<file path="config.mk">
export PLATFORM = sky130hd
export DESIGN_NAME = serial_decoder
export DESIGN_NICKNAME = d
export VERILOG_FILES = /design/src/rtl/serial_pkg.sv /design/src/rtl/rx_sync_edge.sv /design/src/rtl/serial_decoder.sv
export SDC_FILE = /design/constraint.sdc
export NUM_CORES = 1
export LEC_CHECK = 0
export ABC_AREA = 1
export CAP_MARGIN = 40
export CORE_AREA = 2 2 48 50
export DETAILED_ROUTE_END_ITERATION = 8
export DIE_AREA = 0 0 50 52
export PLACE_DENSITY = 0.76
export SYNTH_ARGS = -nofsm -noshare
export SYNTH_HDL_FRONTEND = slang
export SYNTH_SLANG_ARGS = --single-unit
</file>
<file path="constraint.sdc">
create_clock -name clk -period 2.07 [get_ports clk]
set_input_delay 0.3105 -clock clk [delete_from_list [all_inputs] [get_ports clk]]
set_output_delay 0.3105 -clock clk [all_outputs]
set_load 0.02 [all_outputs]
</file>
<file path="src/rtl/serial_pkg.sv">
// Shared definitions for the serial frame receiver: FSM state encoding,
// line idle level and an even-parity helper.
package serial_pkg;

   typedef enum logic [2:0] {
      ST_IDLE   = 3'd0,
      ST_START  = 3'd1,
      ST_DATA   = 3'd2,
      ST_PARITY = 3'd3,
      ST_STOP   = 3'd4
   } rx_state_e;

   localparam logic LINE_IDLE = 1'b1;

   // Even-parity bit over a zero-extended vector (widest code is 4 bits).
   function automatic logic even_parity(input logic [7:0] vec);
      return ^vec;
   endfunction

endpackage

</file>
<file path="src/rtl/rx_sync_edge.sv">
// Two-flop synchroniser for the asynchronous serial line, followed by a
// history flop that produces a one-cycle falling-edge pulse. All flops reset
// to the idle line level so that a line held low out of reset is not an edge.
module rx_sync_edge
   import serial_pkg::*;
(
   input  logic clk,
   input  logic rst,
   input  logic rx_i,
   output logic rx_s_o,
   output logic fall_o
);

   logic meta_q;
   logic sync_q;
   logic prev_q;

   // Synchroniser chain plus one flop of history for edge detection.
   always_ff @(posedge clk) begin
      if (rst) begin
         meta_q <= LINE_IDLE;
         sync_q <= LINE_IDLE;
         prev_q <= LINE_IDLE;
      end else begin
         meta_q <= rx_i;
         sync_q <= meta_q;
         prev_q <= sync_q;
      end
   end

   assign rx_s_o = sync_q;
   assign fall_o = prev_q & ~sync_q;

endmodule

</file>
<file path="src/rtl/serial_decoder.sv">
// Serial frame receiver: start bit, CODE_W data bits LSB first, optional
// even-parity bit, stop bit. A good frame updates code/onehot and pulses
// valid; a framing or parity error pulses err and leaves code/onehot alone.
// Build option: define SERIAL_DECODER_PARITY_EN to expect a parity bit.
//
// state     | meaning
// ----------+------------------------------------------------------------
// ST_IDLE   | waiting for a falling edge on the synchronised line
// ST_START  | half-bit wait, then confirm the start bit is still low
// ST_DATA   | sampling data bits mid-bit, LSB first
// ST_PARITY | sampling the parity bit and latching a mismatch
// ST_STOP   | sampling the stop bit, then publishing the code or an error
module serial_decoder
   import serial_pkg::*;
#(
   parameter int CODE_W = 2,
   parameter int DIV    = 16
) (
   input  logic                     clk,
   input  logic                     rst,
   input  logic                     rx,
   output logic [(1<<CODE_W)-1:0]   onehot,
   output logic [CODE_W-1:0]        code,
   output logic                     valid,
   output logic                     busy,
   output logic                     err
);

   localparam int OH_W  = 1 << CODE_W;
   localparam int CNT_W = $clog2(DIV);
   localparam int IDX_W = $clog2(CODE_W + 1);

   localparam logic [CNT_W-1:0] CNT_HALF = CNT_W'(DIV / 2 - 1);
   localparam logic [CNT_W-1:0] CNT_FULL = CNT_W'(DIV - 1);
   localparam logic [IDX_W-1:0] IDX_LAST = IDX_W'(CODE_W - 1);

   logic                rx_s;
   logic                fall;

   rx_state_e           state_q;
   logic [CNT_W-1:0]    cnt_q;
   logic [IDX_W-1:0]    idx_q;
   logic [CODE_W-1:0]   shift_q;
   logic [CODE_W-1:0]   code_q;
   logic [OH_W-1:0]     onehot_q;
   logic                valid_q;
   logic                err_q;
`ifdef SERIAL_DECODER_PARITY_EN
   logic                par_err_q;
`endif

   logic                expired;

   rx_sync_edge u_sync (
      .clk    (clk),
      .rst    (rst),
      .rx_i   (rx),
      .rx_s_o (rx_s),
      .fall_o (fall)
   );

   assign expired = (cnt_q == '0);

   // Frame FSM with bit timer, shift register and registered outputs.
   always_ff @(posedge clk) begin
      if (rst) begin
         state_q   <= ST_IDLE;
         cnt_q     <= '0;
         idx_q     <= '0;
         shift_q   <= '0;
         code_q    <= '0;
         onehot_q  <= '0;
         valid_q   <= 1'b0;
         err_q     <= 1'b0;
`ifdef SERIAL_DECODER_PARITY_EN
         par_err_q <= 1'b0;
`endif
      end else begin
         valid_q <= 1'b0;
         err_q   <= 1'b0;
         case (state_q)
            ST_IDLE: begin
               if (fall) begin
                  cnt_q   <= CNT_HALF;
                  state_q <= ST_START;
               end
            end

            ST_START: begin
               if (!expired) begin
                  cnt_q <= cnt_q - 1'b1;
               end else if (rx_s == LINE_IDLE) begin
                  // Line went back high before mid-bit: a glitch, not a frame.
                  state_q <= ST_IDLE;
               end else begin
                  cnt_q     <= CNT_FULL;
                  idx_q     <= '0;
                  shift_q   <= '0;
`ifdef SERIAL_DECODER_PARITY_EN
                  par_err_q <= 1'b0;
`endif
                  state_q   <= ST_DATA;
               end
            end

            ST_DATA: begin
               if (!expired) begin
                  cnt_q <= cnt_q - 1'b1;
               end else begin
                  for (int i = 0; i < CODE_W; i++) begin
                     if (idx_q == IDX_W'(i)) begin
                        shift_q[i] <= rx_s;
                     end
                  end
                  cnt_q <= CNT_FULL;
                  if (idx_q == IDX_LAST) begin
`ifdef SERIAL_DECODER_PARITY_EN
                     state_q <= ST_PARITY;
`else
                     state_q <= ST_STOP;
`endif
                  end else begin
                     idx_q <= idx_q + IDX_W'(1);
                  end
               end
            end

`ifdef SERIAL_DECODER_PARITY_EN
            ST_PARITY: begin
               if (!expired) begin
                  cnt_q <= cnt_q - 1'b1;
               end else begin
                  par_err_q <= (rx_s != even_parity({{(8-CODE_W){1'b0}}, shift_q}));
                  cnt_q     <= CNT_FULL;
                  state_q   <= ST_STOP;
               end
            end
`endif

            ST_STOP: begin
               if (!expired) begin
                  cnt_q <= cnt_q - 1'b1;
               end else begin
`ifdef SERIAL_DECODER_PARITY_EN
                  if ((rx_s == LINE_IDLE) && !par_err_q) begin
`else
                  if (rx_s == LINE_IDLE) begin
`endif
                     code_q   <= shift_q;
                     onehot_q <= OH_W'(1) << shift_q;
                     valid_q  <= 1'b1;
                  end else begin
                     err_q    <= 1'b1;
                  end
                  // Back in IDLE right away so an immediately following
                  // start edge is caught.
                  state_q <= ST_IDLE;
               end
            end

            default: begin
               state_q <= ST_IDLE;
            end
         endcase
      end
   end

   assign onehot = onehot_q;
   assign code   = code_q;
   assign valid  = valid_q;
   assign err    = err_q;
   assign busy   = (state_q != ST_IDLE);

endmodule

</file>
==> results of run 1 <==
## state kept, by name, indices dropped and copies added, names as in the netlist, 2 cells and up
signal and cells:
cnt_q 4, code 2, idx_q 2, onehot 4, shift_q 2, state_q 3
## per-stage QoR
stage	hold WS (ns)	instances	power [W]	util, %
final	0.4367	200	0.001968	60.78
after global routing	0.4609	200	0.002173	60.78
after CTS	0.4385	200	0.001977	60.78
after detailed placement	0.4067	196	0.001737	59.06
after global placement	0.4010	196	0.001703	59.06
after floorplan	0.3895	158	0.001502	-
## worst max-delay path, cell delays in order (launching register included)
cell and delay [ns]:
dfxtp_1 0.45, nor2_2 0.09, nand2_2 0.09, clkdlybuf4s50_1 0.60
## power by group
group	switching, W	total, W	internal (W)
Sequential	0.0000847	0.000611	0.000526
Combinational	0.000734	0.00112	0.000390
Clock	0.000126	0.000233	0.000107
Total	0.000945	0.00197	0.00102
## worst max-delay path by stage
stage | start | endpoint | slack [ns] | cells past startpoint
global placement | state_q[1] | busy | 0.61 | 3
CTS | state_q[1] | busy | 0.21 | 3
global route | state_q[1] | busy | 0.14 | 3
floorplan | cnt_q[0] | state_q[0] | 0.79 | 9
detailed placement | state_q[1] | busy | 0.57 | 3
finish | state_q[1] | busy | 0.21 | 3
## Yosys cell counts
master    number  area share [%]
nand2_2        3             1.7
inv_1         18             6.1
nand3_2        4             3.6
clkbuf_1       2            0.68
dfxtp_1       22              40
o21ai_0        1            0.46
nand4_1        4             2.3
nor2_2         4             2.3
clkinv_2       1            0.46
nor2_4         2             2.0
or2_2          3             1.7
ha_1           3             3.4
o21ai_1        3             1.4
nand3_1       12             5.5
nand3b_1       1            0.68
nand2_1       37              13
nor2_1        26             8.9
a21oi_1        9             4.1
nor3_1         2            0.91
nand2_4        1             1.0
## logic make-up (layout without fill, tap and decap cells)
kind of cell	count (synthesis)	in the layout	share of synthesized area [%]
fa+ha+maj	3	3	3.417
flops	22	22	40.09
compound gates	13	13	5.921
buf+inv	21	35	7.289
simple gates	99	99	43.28
## per-layer routing
layer	global-route usage, %	vias up	wire [um]
li1	-	527	-
met1	22.56	432	966
met2	32.46	20	1008
met3	2.586	5	60
met4	8.796	0	36
met5	0	-	0
## layout make-up
class,instances,area (sq um)
fill,188,825.8
multi-input combinational,115,578.1
sequential,22,440.4
timing repair buffer,12,117.6
inverter,19,72.57
clock buffer,4,36.28
tap,28,35.03
## placed cells by master (no fill, tap or decap), drive strengths merged, types with 3 or more instances in the layout
cell / instances
inv: 18
clkbuf: 4
clkdlybuf4s50: 11
a21oi: 9
nor2: 32
or2: 3
dfxtp: 22
nand4: 4
nand2: 41
o21ai: 4
ha: 3
nand3: 16
==> flow_metrics.py, run 1 <==
metrics = {
    "cells_and_area": {
        "nNetsFinal": 179,
        "drive_above_1_share_pct": 13.37,
        "area_delta_synth_final_pct": 16.51,
        "antenna_cells": 0,
        "finalInstanceArea_sq_um": 1280,
    },
    "sta": {
        "finalSetupViolCount": 0,
        "tns_ns": 0,
        "finalHoldViolations": 0,
        "max_freq_ghz": 0.5377,
        "grt_setup_unrepaired": "false",
        "worst_pin_slew_ns": 0.3489,
        "drv_slew": 0,
        "finClkSkew_ns": 0.005280,
        "relSlewSlack_pct": 76.71,
        "finalCritPeriodShare_pct": 89.85,
        "period_needed_ns": 1.860,
        "timing.final.ws_setup_ns": 0.2101,
    },
    "yosys": {
        "synth_cell_type_count": 20,
        "syn_avg_cell_area_sq_um": 6.953,
        "synthCells": 158,
        "yosysWarnings": 0,
        "synth_area_sq_um": 1099,
        "ys_ff_latch": 22,
        "synth_seq_area_share_pct": 40.09,
        "syn_nets": 164,
    },
    "place": {
        "postPlaceCellArea_sq_um": 1244,
        "gp_congestion": 0.8755,
        "numPortBuffers": 11,
        "dp_slack_ns": 0.5658,
        "dp_hpwl_um": 1575,
    },
    "cts": {
        "cts.path.max_buffers": 2,
        "htree_levels": 1,
        "clkTransAtPathRegs_ns": 0.12,
        "post_cts_buffers": 0,
        "cts_tree": "done",
        "cts.sinks": 22,
        "clk_latency_ns": 0.31,
        "postCtsHoldBufs": 0,
        "cts_resized": 0,
        "cts_root_buffer": "clkbuf_4",
        "cts_inserted_buffers": 3,
    },
    "detailed_routing": {
        "drtIter0Drc": 17,
        "vias_per_cell": 4.920,
        "dr.pass1.iters": 4,
        "vias": 984,
        "wire_per_inst_um": 10.36,
        "ant_nets": 0,
        "drc": 0,
        "routed_wirelength_um": 2072,
    },
    "setup_path": {
        "rrSetupSlack_ns": 0.57,
        "reg2regPathDepth": 9,
        "crit_fanout": 5,
        "path_class": "reg2out",
        "crit_path_end_kind": "primary output",
        "reg2reg_from": "cnt_q[0]",
        "crit_required_ns": 1.76,
        "worst_r2r_endpoint": "state_q[0]",
        "crit_arrival_ns": 1.55,
        "crit_path_start_kind": "flip-flop",
    },
    "die": {
        "start_util_pct": 52.17,
        "core.rowCount": 17,
        "fp.dieH_um": 52,
        "coreArea_sq_um": 2106,
        "ios": 12,
        "die_area_sq_um": 2600,
        "die_w_um": 50,
    },
    "power": {
        "ir_drop_uv": 717.7,
        "pwr_density_cell_nw_per_um2": 1538,
        "p_leak_nw": 0.5714,
    },
    "flow_run": {
        "cap_violations": 0,
    },
    "min_path": {
        "hp-start": "u_sync.meta_q",
        "min_to": "u_sync.rx_s_o",
        "hold_depth": 1,
        "hold_path_class": "reg2reg",
    },
    "global_route": {
        "grtUsageTotal_pct": 18.63,
        "antenna_found_initial": 0,
        "grt_pass1_vias": 901,
        "grt_overflow": 0,
        "grt_first_pass_wirelength_um": 3753,
        "grt_max_degree": 13,
    },
    "run_status": {
        "outcome": "finished clean",
    },
}
Power figures use the tool's default switching activity.
==> run 2, diff against run 1 <==
--- a/config.mk
+++ b/config.mk
@@ -7,10 +7,13 @@
 export LEC_CHECK = 0
 export ABC_AREA = 1
 export CAP_MARGIN = 40
-export CORE_AREA = 2 2 48 50
+export CELL_PAD_IN_SITES_DETAIL_PLACEMENT = 0
+export CELL_PAD_IN_SITES_GLOBAL_PLACEMENT = 1
+export CORE_AREA = 2 2 55 57
 export DETAILED_ROUTE_END_ITERATION = 8
-export DIE_AREA = 0 0 50 52
-export PLACE_DENSITY = 0.76
+export DIE_AREA = 0 0 57 59
+export PLACE_DENSITY_LB_ADDON = 0.1
+export SLEW_MARGIN = 40
 export SYNTH_ARGS = -nofsm -noshare
 export SYNTH_HDL_FRONTEND = slang
 export SYNTH_SLANG_ARGS = --single-unit
==> run 2 against run 1 <==
Flip-flop and latch count stayed put. Sequential power about the same. Utilization shrank 13 points. Critical path type unchanged. Highest routed layer unchanged.
==> flow_metrics.py, run 2 (synthesized netlist as in run 1, its figures left out) <==
metrics = {
    "run_status": {
        "outcome": "finished clean",
    },
    "sta": {
        "relSlewSlack_pct": 83.95,
        "finalHoldViolations": 0,
        "max_freq_ghz": 0.5407,
        "period_needed_ns": 1.849,
        "whs_ns": 0.4272,
        "finClkSkew_ns": 0.003067,
        "grt_setup_unrepaired": "false",
        "drv_slew": 0,
        "timing.final.ws_setup_ns": 0.2207,
        "tns_ns": 0,
        "finalCritPeriodShare_pct": 89.34,
        "worst_pin_slew_ns": 0.2404,
        "finalSetupViolCount": 0,
    },
    "detailed_routing": {
        "routed_wirelength_um": 2213,
        "vias_per_cell": 4.971,
        "dr.pass1.iters": 4,
        "vias": 1014,
        "drc": 0,
        "ant_nets": 0,
        "drtIter0Drc": 36,
        "wire_per_inst_um": 10.85,
    },
    "place": {
        "place_inst": 200,
        "dp_slack_ns": 0.5780,
        "gp_congestion": 0.8541,
        "dp_hpwl_um": 1715,
        "numPortBuffers": 11,
    },
    "die": {
        "die_w_um": 57,
        "start_util_pct": 40.54,
        "ios": 12,
        "coreArea_sq_um": 2710,
        "die_area_sq_um": 3363,
        "core.rowCount": 19,
        "fp.dieH_um": 59,
    },
    "power": {
        "internal_power_w": 0.001025,
        "power.switching_w": 0.0009542,
        "ir_drop_uv": 694.1,
        "pwr_density_cell_nw_per_um2": 1532,
        "p_comb_share_pct": 57.1,
        "power.share.clock_pct": 12.1,
        "pwr-share-seq_pct": 30.7,
        "p_leak_nw": 0.5762,
        "swShare_pct": 48.22,
    },
    "cells_and_area": {
        "antenna_cells": 0,
        "layout_commonest_cell": "nand2_1",
        "final_cell_mix": "nand2_1, nor2_1, dfxtp_1",
        "drive_above_1_share_pct": 13.87,
        "nNetsFinal": 180,
        "area_delta_synth_final_pct": 17.54,
        "instances_no_fill": 204,
    },
    "global_route": {
        "grt_max_degree": 13,
        "grt_pass1_vias": 955,
        "grt_overflow": 0,
        "antenna_found_initial": 0,
        "grtUsageTotal_pct": 15.05,
        "grt_first_pass_wirelength_um": 3946,
    },
    "setup_path": {
        "crit_arrival_ns": 1.54,
        "crit_required_ns": 1.76,
        "path_class": "reg2out",
        "slowest_delay_ns": 0.60,
        "crit_fanout": 5,
        "crit_chain": "nor2_2 > nand2_2 > clkdlybuf4s50_1",
        "crit_path_start_kind": "flip-flop",
        "cpMaxStageDelayCell": "clkdlybuf4s50_1",
        "crit_path_end_kind": "primary output",
    },
    "cts": {
        "cts_inserted_buffers": 3,
        "cts.sinks": 22,
        "clkTransAtPathRegs_ns": 0.12,
        "post_cts_buffers": 0,
        "cts_tree": "done",
        "postCtsHoldBufs": 0,
        "htree_levels": 1,
        "clk_latency_ns": 0.31,
        "cts.path.max_buffers": 2,
        "cts_root_buffer": "clkbuf_4",
        "cts_resized": 0,
    },
    "flow_run": {
        "cap_violations": 0,
    },
    "min_path": {
        "hold_path_class": "reg2reg",
    },
}
[run 2: changes by cell type in the layout (fill, tap and decap cells not counted), sizes merged]
cell  delta
buf      +1
[run 2: worst max-delay path, delay by kind of cell, from the launching register on]
family | cells | cell delay [ns]
buf+inv | 1 | 0.60
flops | 1 | 0.45
simple gates | 2 | 0.18
[run 2: path summary, 6_finish.rpt]
path                 start            end  slack [ns]  cells after the start
max             state_q[1]           busy        0.22                      3
min          u_sync.meta_q  u_sync.rx_s_o        0.43                      1
max reg2reg       cnt_q[0]     state_q[0]        0.59                      9
min reg2reg  u_sync.meta_q  u_sync.rx_s_o        0.43                      1
[run 2: area by class of cell]
cell class	instances	area (sq um)
Clock buffer	4	36.28
Inverter	19	72.57
Sequential cell	22	440.4
Tap cell	31	38.79
Timing Repair Buffer	13	125.1
Fill cell	283	1419
Multi-Input combinational cell	115	578.1
[run 2: through the flow]
stage          area [sq um]  power, W  util (%)
4_1_cts                1291  0.001997     47.65
6_report               1291  0.001979     47.65
3_3_place_gp           1255  0.001740     46.31
3_5_place_dp           1255  0.001750     46.31
2_1_floorplan          1099  0.001502         -
5_1_grt                1291  0.002176     47.65
[run 2: routing by layer]
layer	track usage, %	part of all wire (%)	vias up
met2	24.47	46	22
li1	-	-	528
met3	2.183	4.7	4
met4	6.645	1.4	0
met1	20.00	48	460
met5	0	0	-
[run 2: power by group through the flow]
stage	clock network, W	registers, W	logic, W
6_report	0.000240	0.000608	0.00113
3_5_place_dp	0	0.000618	0.00113
3_3_place_gp	0	0.000614	0.00113
5_1_grt	0.000261	0.000627	0.00129
2_1_floorplan	0	0.000610	0.000892
4_1_cts	0.000250	0.000609	0.00114
